<file path="config.mk">
export PLATFORM = sky130hd
export DESIGN_NAME = writeback_retire_unit
export DESIGN_NICKNAME = d
export VERILOG_FILES = /design/src/rtl/writeback_retire_unit.sv
export SDC_FILE = /design/constraint.sdc
export NUM_CORES = 2
export LEC_CHECK = 0
export ABC_CLOCK_PERIOD_IN_PS = 8290
export CAP_MARGIN = 25
export CORE_AREA = 2 2 538 540
export CTS_CLUSTER_SIZE = 40
export DETAILED_ROUTE_END_ITERATION = 10
export DIE_AREA = 0 0 540 542
export HOLD_SLACK_MARGIN = 0.02
export PLACE_DENSITY = 0.48
export SETUP_SLACK_MARGIN = 0.5
export SLEW_MARGIN = 15
export SYNTH_ARGS = -nofsm -noshare
export SYNTH_HDL_FRONTEND = slang
export SYNTH_SLANG_ARGS = --single-unit
export TNS_END_PERCENT = 1
</file>
<file path="constraint.sdc">
create_clock -name clk -period 8.29 [get_ports clk]
set_input_delay 1.658 -clock clk [delete_from_list [all_inputs] [get_ports clk]]
set_output_delay 1.658 -clock clk [all_outputs]
set_load 0.05 [all_outputs]
</file>
<file path="src/rtl/writeback_retire_unit.sv">
// Writeback/retire stage: commits up to two results per beat into the register file,
// tracks outstanding writers per register and drives a sticky halt.
module writeback_retire_unit #(
    parameter int DATA_WIDTH = 64,
    parameter int ADDR_WIDTH = 64,
    parameter int NUM_REGS   = 16,
    parameter int IDX_W      = 4,
    parameter int SB_CNT_W   = 2
) (
    input  logic                           clk,
    input  logic                           reset,
    input  logic                           claimValidIn,
    input  logic [IDX_W-1:0]               claimRegIn,
    input  logic [IDX_W-1:0]               claimRegSpecialIn,
    input  logic                           claimSpecialValidIn,
    output logic                           claimReadyOut,
    input  logic                           wbValidIn,
    output logic                           wbReadyOut,
    input  logic [ADDR_WIDTH-1:0]          currentRipIn,
    input  logic [IDX_W-1:0]               destRegIn,
    input  logic [IDX_W-1:0]               destRegSpecialIn,
    input  logic                           destRegSpecialValidIn,
    input  logic [DATA_WIDTH-1:0]          aluResultIn,
    input  logic [DATA_WIDTH-1:0]          aluResultSpecialIn,
    input  logic                           killIn,
    output logic [NUM_REGS*DATA_WIDTH-1:0] regFileOut,
    output logic [NUM_REGS-1:0]            regInUseBitMapOut,
    output logic                           retireValidOut,
    output logic [ADDR_WIDTH-1:0]          retiredRipOut,
    output logic [63:0]                    retireCountOut,
    output logic                           killOut,
    output logic                           sbErrorOut
);

    typedef enum logic {
        RUN  = 1'b0,
        HALT = 1'b1
    } stateType;

    localparam logic [SB_CNT_W-1:0] CNT_MAX = '1;

    stateType stateQ, stateD;

    logic [DATA_WIDTH-1:0] regFile [NUM_REGS];
    logic [SB_CNT_W-1:0]   sbCnt   [NUM_REGS];

    logic                accept;
    logic                claimAccept;
    logic                claimBlocked;
    logic [NUM_REGS-1:0] decMask;
    logic [NUM_REGS-1:0] claimMask;
    logic [NUM_REGS-1:0] incMask;
    logic [NUM_REGS-1:0] underflowMask;

    assign wbReadyOut    = (stateQ == RUN);
    assign killOut       = (stateQ == HALT);
    assign accept        = wbValidIn & wbReadyOut;
    assign claimReadyOut = wbReadyOut & ~claimBlocked;
    assign claimAccept   = claimValidIn & claimReadyOut;
    assign incMask       = claimMask & {NUM_REGS{claimAccept}};

    // Next-state: a committed terminal beat parks the stage in HALT until reset.
    always_comb begin
        stateD = stateQ;
        unique case (1'b1)
            (stateQ == RUN):  if (accept && killIn) stateD = HALT;
            (stateQ == HALT): stateD = HALT;
            default:          stateD = RUN;
        endcase
    end

    // State register.
    always_ff @(posedge clk or negedge reset) begin
        if (!reset) stateQ <= RUN;
        else        stateQ <= stateD;
    end

    // Build one-hot claim/retire masks; a repeated index collapses to one bit.
    always_comb begin
        decMask   = '0;
        claimMask = '0;
        if (accept) begin
            decMask[destRegIn] = 1'b1;
            if (destRegSpecialValidIn) decMask[destRegSpecialIn] = 1'b1;
        end
        if (claimValidIn) begin
            claimMask[claimRegIn] = 1'b1;
            if (claimSpecialValidIn) claimMask[claimRegSpecialIn] = 1'b1;
        end
    end

    // Saturation / underflow detection per register.
    always_comb begin
        claimBlocked  = 1'b0;
        underflowMask = '0;
        for (int i = 0; i < NUM_REGS; i++) begin
            if (claimMask[i] && sbCnt[i] == CNT_MAX && !decMask[i])
                claimBlocked = 1'b1;
            underflowMask[i] = decMask[i] & ~incMask[i] & (sbCnt[i] == '0);
        end
    end

    // Outstanding-writer counters; simultaneous claim and retire cancel out.
    always_ff @(posedge clk or negedge reset) begin
        if (!reset) begin
            for (int i = 0; i < NUM_REGS; i++) sbCnt[i] <= '0;
        end else begin
            for (int i = 0; i < NUM_REGS; i++) begin
                if (incMask[i] && !decMask[i])
                    sbCnt[i] <= sbCnt[i] + SB_CNT_W'(1);
                else if (decMask[i] && !incMask[i] && sbCnt[i] != '0)
                    sbCnt[i] <= sbCnt[i] - SB_CNT_W'(1);
            end
        end
    end

    // Register file: special first, primary last so it wins on a shared index.
    always_ff @(posedge clk or negedge reset) begin
        if (!reset) begin
            for (int i = 0; i < NUM_REGS; i++) regFile[i] <= '0;
        end else if (accept) begin
            if (destRegSpecialValidIn) regFile[destRegSpecialIn] <= aluResultSpecialIn;
            regFile[destRegIn] <= aluResultIn;
        end
    end

    // Retire bookkeeping and sticky scoreboard error.
    always_ff @(posedge clk or negedge reset) begin
        if (!reset) begin
            retireValidOut <= 1'b0;
            retiredRipOut  <= '0;
            retireCountOut <= '0;
            sbErrorOut     <= 1'b0;
        end else begin
            retireValidOut <= accept;
            sbErrorOut     <= sbErrorOut | (|underflowMask);
            if (accept) begin
                retiredRipOut  <= currentRipIn;
                retireCountOut <= retireCountOut + 64'd1;
            end
        end
    end

    for (genvar g = 0; g < NUM_REGS; g++) begin : gFlat
        assign regFileOut[g*DATA_WIDTH +: DATA_WIDTH] = regFile[g];
        assign regInUseBitMapOut[g] = (sbCnt[g] != '0);
    end

endmodule

</file>
==> results.yml <==
sta:
  tightest_slew_ns: 1.39
  maxSlewViolCount: 0
  fmax_ghz: 0.149
  min_period_over_period: 0.812
  rsz0062_at_grt: "no"
  period_needed_ns: 6.73
  fin_tns_setup_ns: 0
  clock_skew_ns: 0.0349
  hold_viol: 0
  setup_viol: 0
  relSlewSlack: 0.0757
cells_and_area:
  drive_gt1_frac: 0.0788
  final_net_count: 6907
  fillCellCount: 30600
  instances_no_fill: 10600
  areaGrowthSynthToFinish_pct: 44.3
routing:
  drtIter0Drc: 5904
  firstDrtPassIters: 8
  remaining_drc_errors: 0
  vias_per_cell: 5.10
  routedWlPerCell_um: 33.1
  wl_um: 351000
  vias: 54100
  ant_nets: 0
cts:
  cts_setup_buffers: 0
  post_cts_resized: 0
  cts_buffer_depth: 4
  clock_latency_ns: 0.80
  cts.clk_slew.worst_paths_ns: 0.06
  cts_buffers: 153
  cts_tree: "done"
  clock-sinks: 1187
  cts_root_buf: "clkbuf_16"
  cts_hold_buf: 0
  htreeDepth: 4
power:
  p_leak_nw: 30.7
  power.total_mw: 14.7
  max-vdd-ir-drop_v: 0.000116
  p_per_area_nw_per_um2: 195
logic_synthesis:
  synth_edf_count: 0
  avgSynthCellArea_um2: 9.20
  synth_area_leader_cell: "dfrtp_1"
  synth_top_area_share: 0.569
  ys_warn_count: 0
  syn_nets: 5887
  synthTopCellsByArea: "dfrtp_1 57%, o22ai_1 7.9%, a21oi_1 6.3%"
  synth_cells: 5671
  synth_cell_types: 70
  ys_async_sr_fraction: 1.00
  syn_area_um2: 52200
  synth_seq_area_share: 0.569
  ys_ff_latch: 1187
  synth_flop_cell: "dfrtp_1"
setup_path:
  cp_max_fo: 26
  crit_type: "in2out"
  end_kind: "output port"
  crit_path_start_kind: "primary input"
  cp.required_ns: 6.63
  worstPathArrival_ns: 5.07
floorplan:
  die_y_um: 542
  rows: 197
  die_x_um: 540
  dieArea_um2: 293000
  initial_core_util: 0.182
  top_level_ports: 1388
  core_um2: 287000
placed_design:
  dp_cells: 10300
  globalplace.congestion: 0.888
  port_buffers: 1387
  dp_hpwl_um: 235000
worst_hold_path:
  min-delay-path-class: "reg2reg"
global_routing:
  grt_max_degree: 205
  grt_pass1_vias: 52500
  grt_usage: 0.229
  antenna_found_initial: 29
  gr-total-overflow: 0
  grt_pass1_wl_um: 469000
flow_run:
  max_cap_violations: 0
run_status:
  status: "complete, no violations"
[worst paths after layout]
check | startpoint | end | slack [ns] | cells after the start
worst max-delay path | destRegIn[3] | claimReadyOut | 1.56 | 9
worst min-delay path | retireCountOut[63] | retireCountOut[63] | 0.47 | 1
worst max register to register | killOut | retireCountOut[59] | 3.69 | 10
worst min register to register | retireCountOut[63] | retireCountOut[63] | 0.47 | 1
max in group asynchronous | reset | regFileOut[744] | 5.68 | 3
min in group asynchronous | reset | retiredRipOut[62] | 0.77 | 1
[cell usage in the layout (no fill, tap or decap), types with 27 or more instances in the layout]
cell	instances
diode_2	32
clkbuf_1	29
o21ai_0	415
xnor2_1	40
buf_2	30
o22ai_1	654
buf_4	171
clkbuf_8	31
clkdlybuf4s50_1	1353
a21oi_1	654
dfrtp_1	1187
clkbuf_16	157
nor2_1	682
nand3_1	27
and3_1	30
nand2_1	619
a22oi_1	386
[per-stage QoR]
step	util	cell area [µm²]	hold WS (ns)	setup slack [ns]
final	0.262	75300	0.468	1.56
after global routing	0.262	75200	0.480	1.47
after CTS	0.262	75100	0.472	1.61
after detailed placement	0.244	70100	0.460	1.62
after global placement	0.244	70000	0.461	1.65
after floorplan	-	52200	0.466	3.29
[cell type report]
type	instances	area, µm²	share of cell area
timing repair buffer	1584	15600	0.207
antenna	32	80.1	0.00106
tap	3781	4730	0.0628
inverter	27	109	0.00145
sequential	1187	29700	0.394
clock inverter	40	528	0.00701
clock buffer	217	4460	0.0593
multi-input combinational	3738	20100	0.267
[synthesized netlist by cell type, types with 6 or more instances]
cell / instances
xor2_1: 23
a31oi_1: 6
a211oi_1: 14
and3_1: 30
buf_2: 12
nand4_1: 23
o21a_1: 12
a21oi_1: 659
inv_1: 26
nor3_1: 7
nand3_1: 37
o21ai_0: 415
buf_1: 167
a22oi_1: 389
nor2_1: 683
nand2_1: 624
and2_1: 9
o22ai_1: 655
xnor2_1: 40
dfrtp_1: 1187
or2_2: 11
clkbuf_1: 538
nor2b_1: 7
nand2b_1: 9
[cells by family (layout without fill, tap and decap cells)]
family | after synthesis | count (layout) | synth area share
fa+ha+maj | 1 | 1 | 0.000240
xor+xnor | 63 | 63 | 0.0106
compound gates | 2182 | 2182 | 0.247
buf+inv | 746 | 1868 | 0.0542
other cells | 0 | 32 | 0
flops | 1187 | 1187 | 0.569
simple gates | 1492 | 1492 | 0.119
[sequential cells by signal, summed over array words and instances, names as in the netlist]
register,flops
regFileOut,1024
sbCnt,32
killOut,1
retireValidOut,1
retiredRipOut,64
sbErrorOut,1
retireCountOut,64
[report_power, final]
group	switching (mW)	internal, mW
Clock	2.87	4.00
Sequential	0.0834	5.92
Combinational	1.35	0.464
[routing by layer]
layer | routed length [µm] | track usage | part of all wire
met4 | 17500 | 0.108 | 0.050
met5 | 13 | 0 | 0.000037
met2 | 149000 | 0.336 | 0.42
met1 | 143000 | 0.293 | 0.41
met3 | 41100 | 0.0890 | 0.12
[critical path, stage by stage]
cell and delay, ns:
clkdlybuf4s50_1 0.93, nor2b_1 0.60, nand2_4 0.51, a21oi_4 0.27
o22ai_1 0.14, nor4_4 0.27, buf_4 0.24, and2_1 0.25
buf_12 0.17
Power figures use the tool's default switching activity.
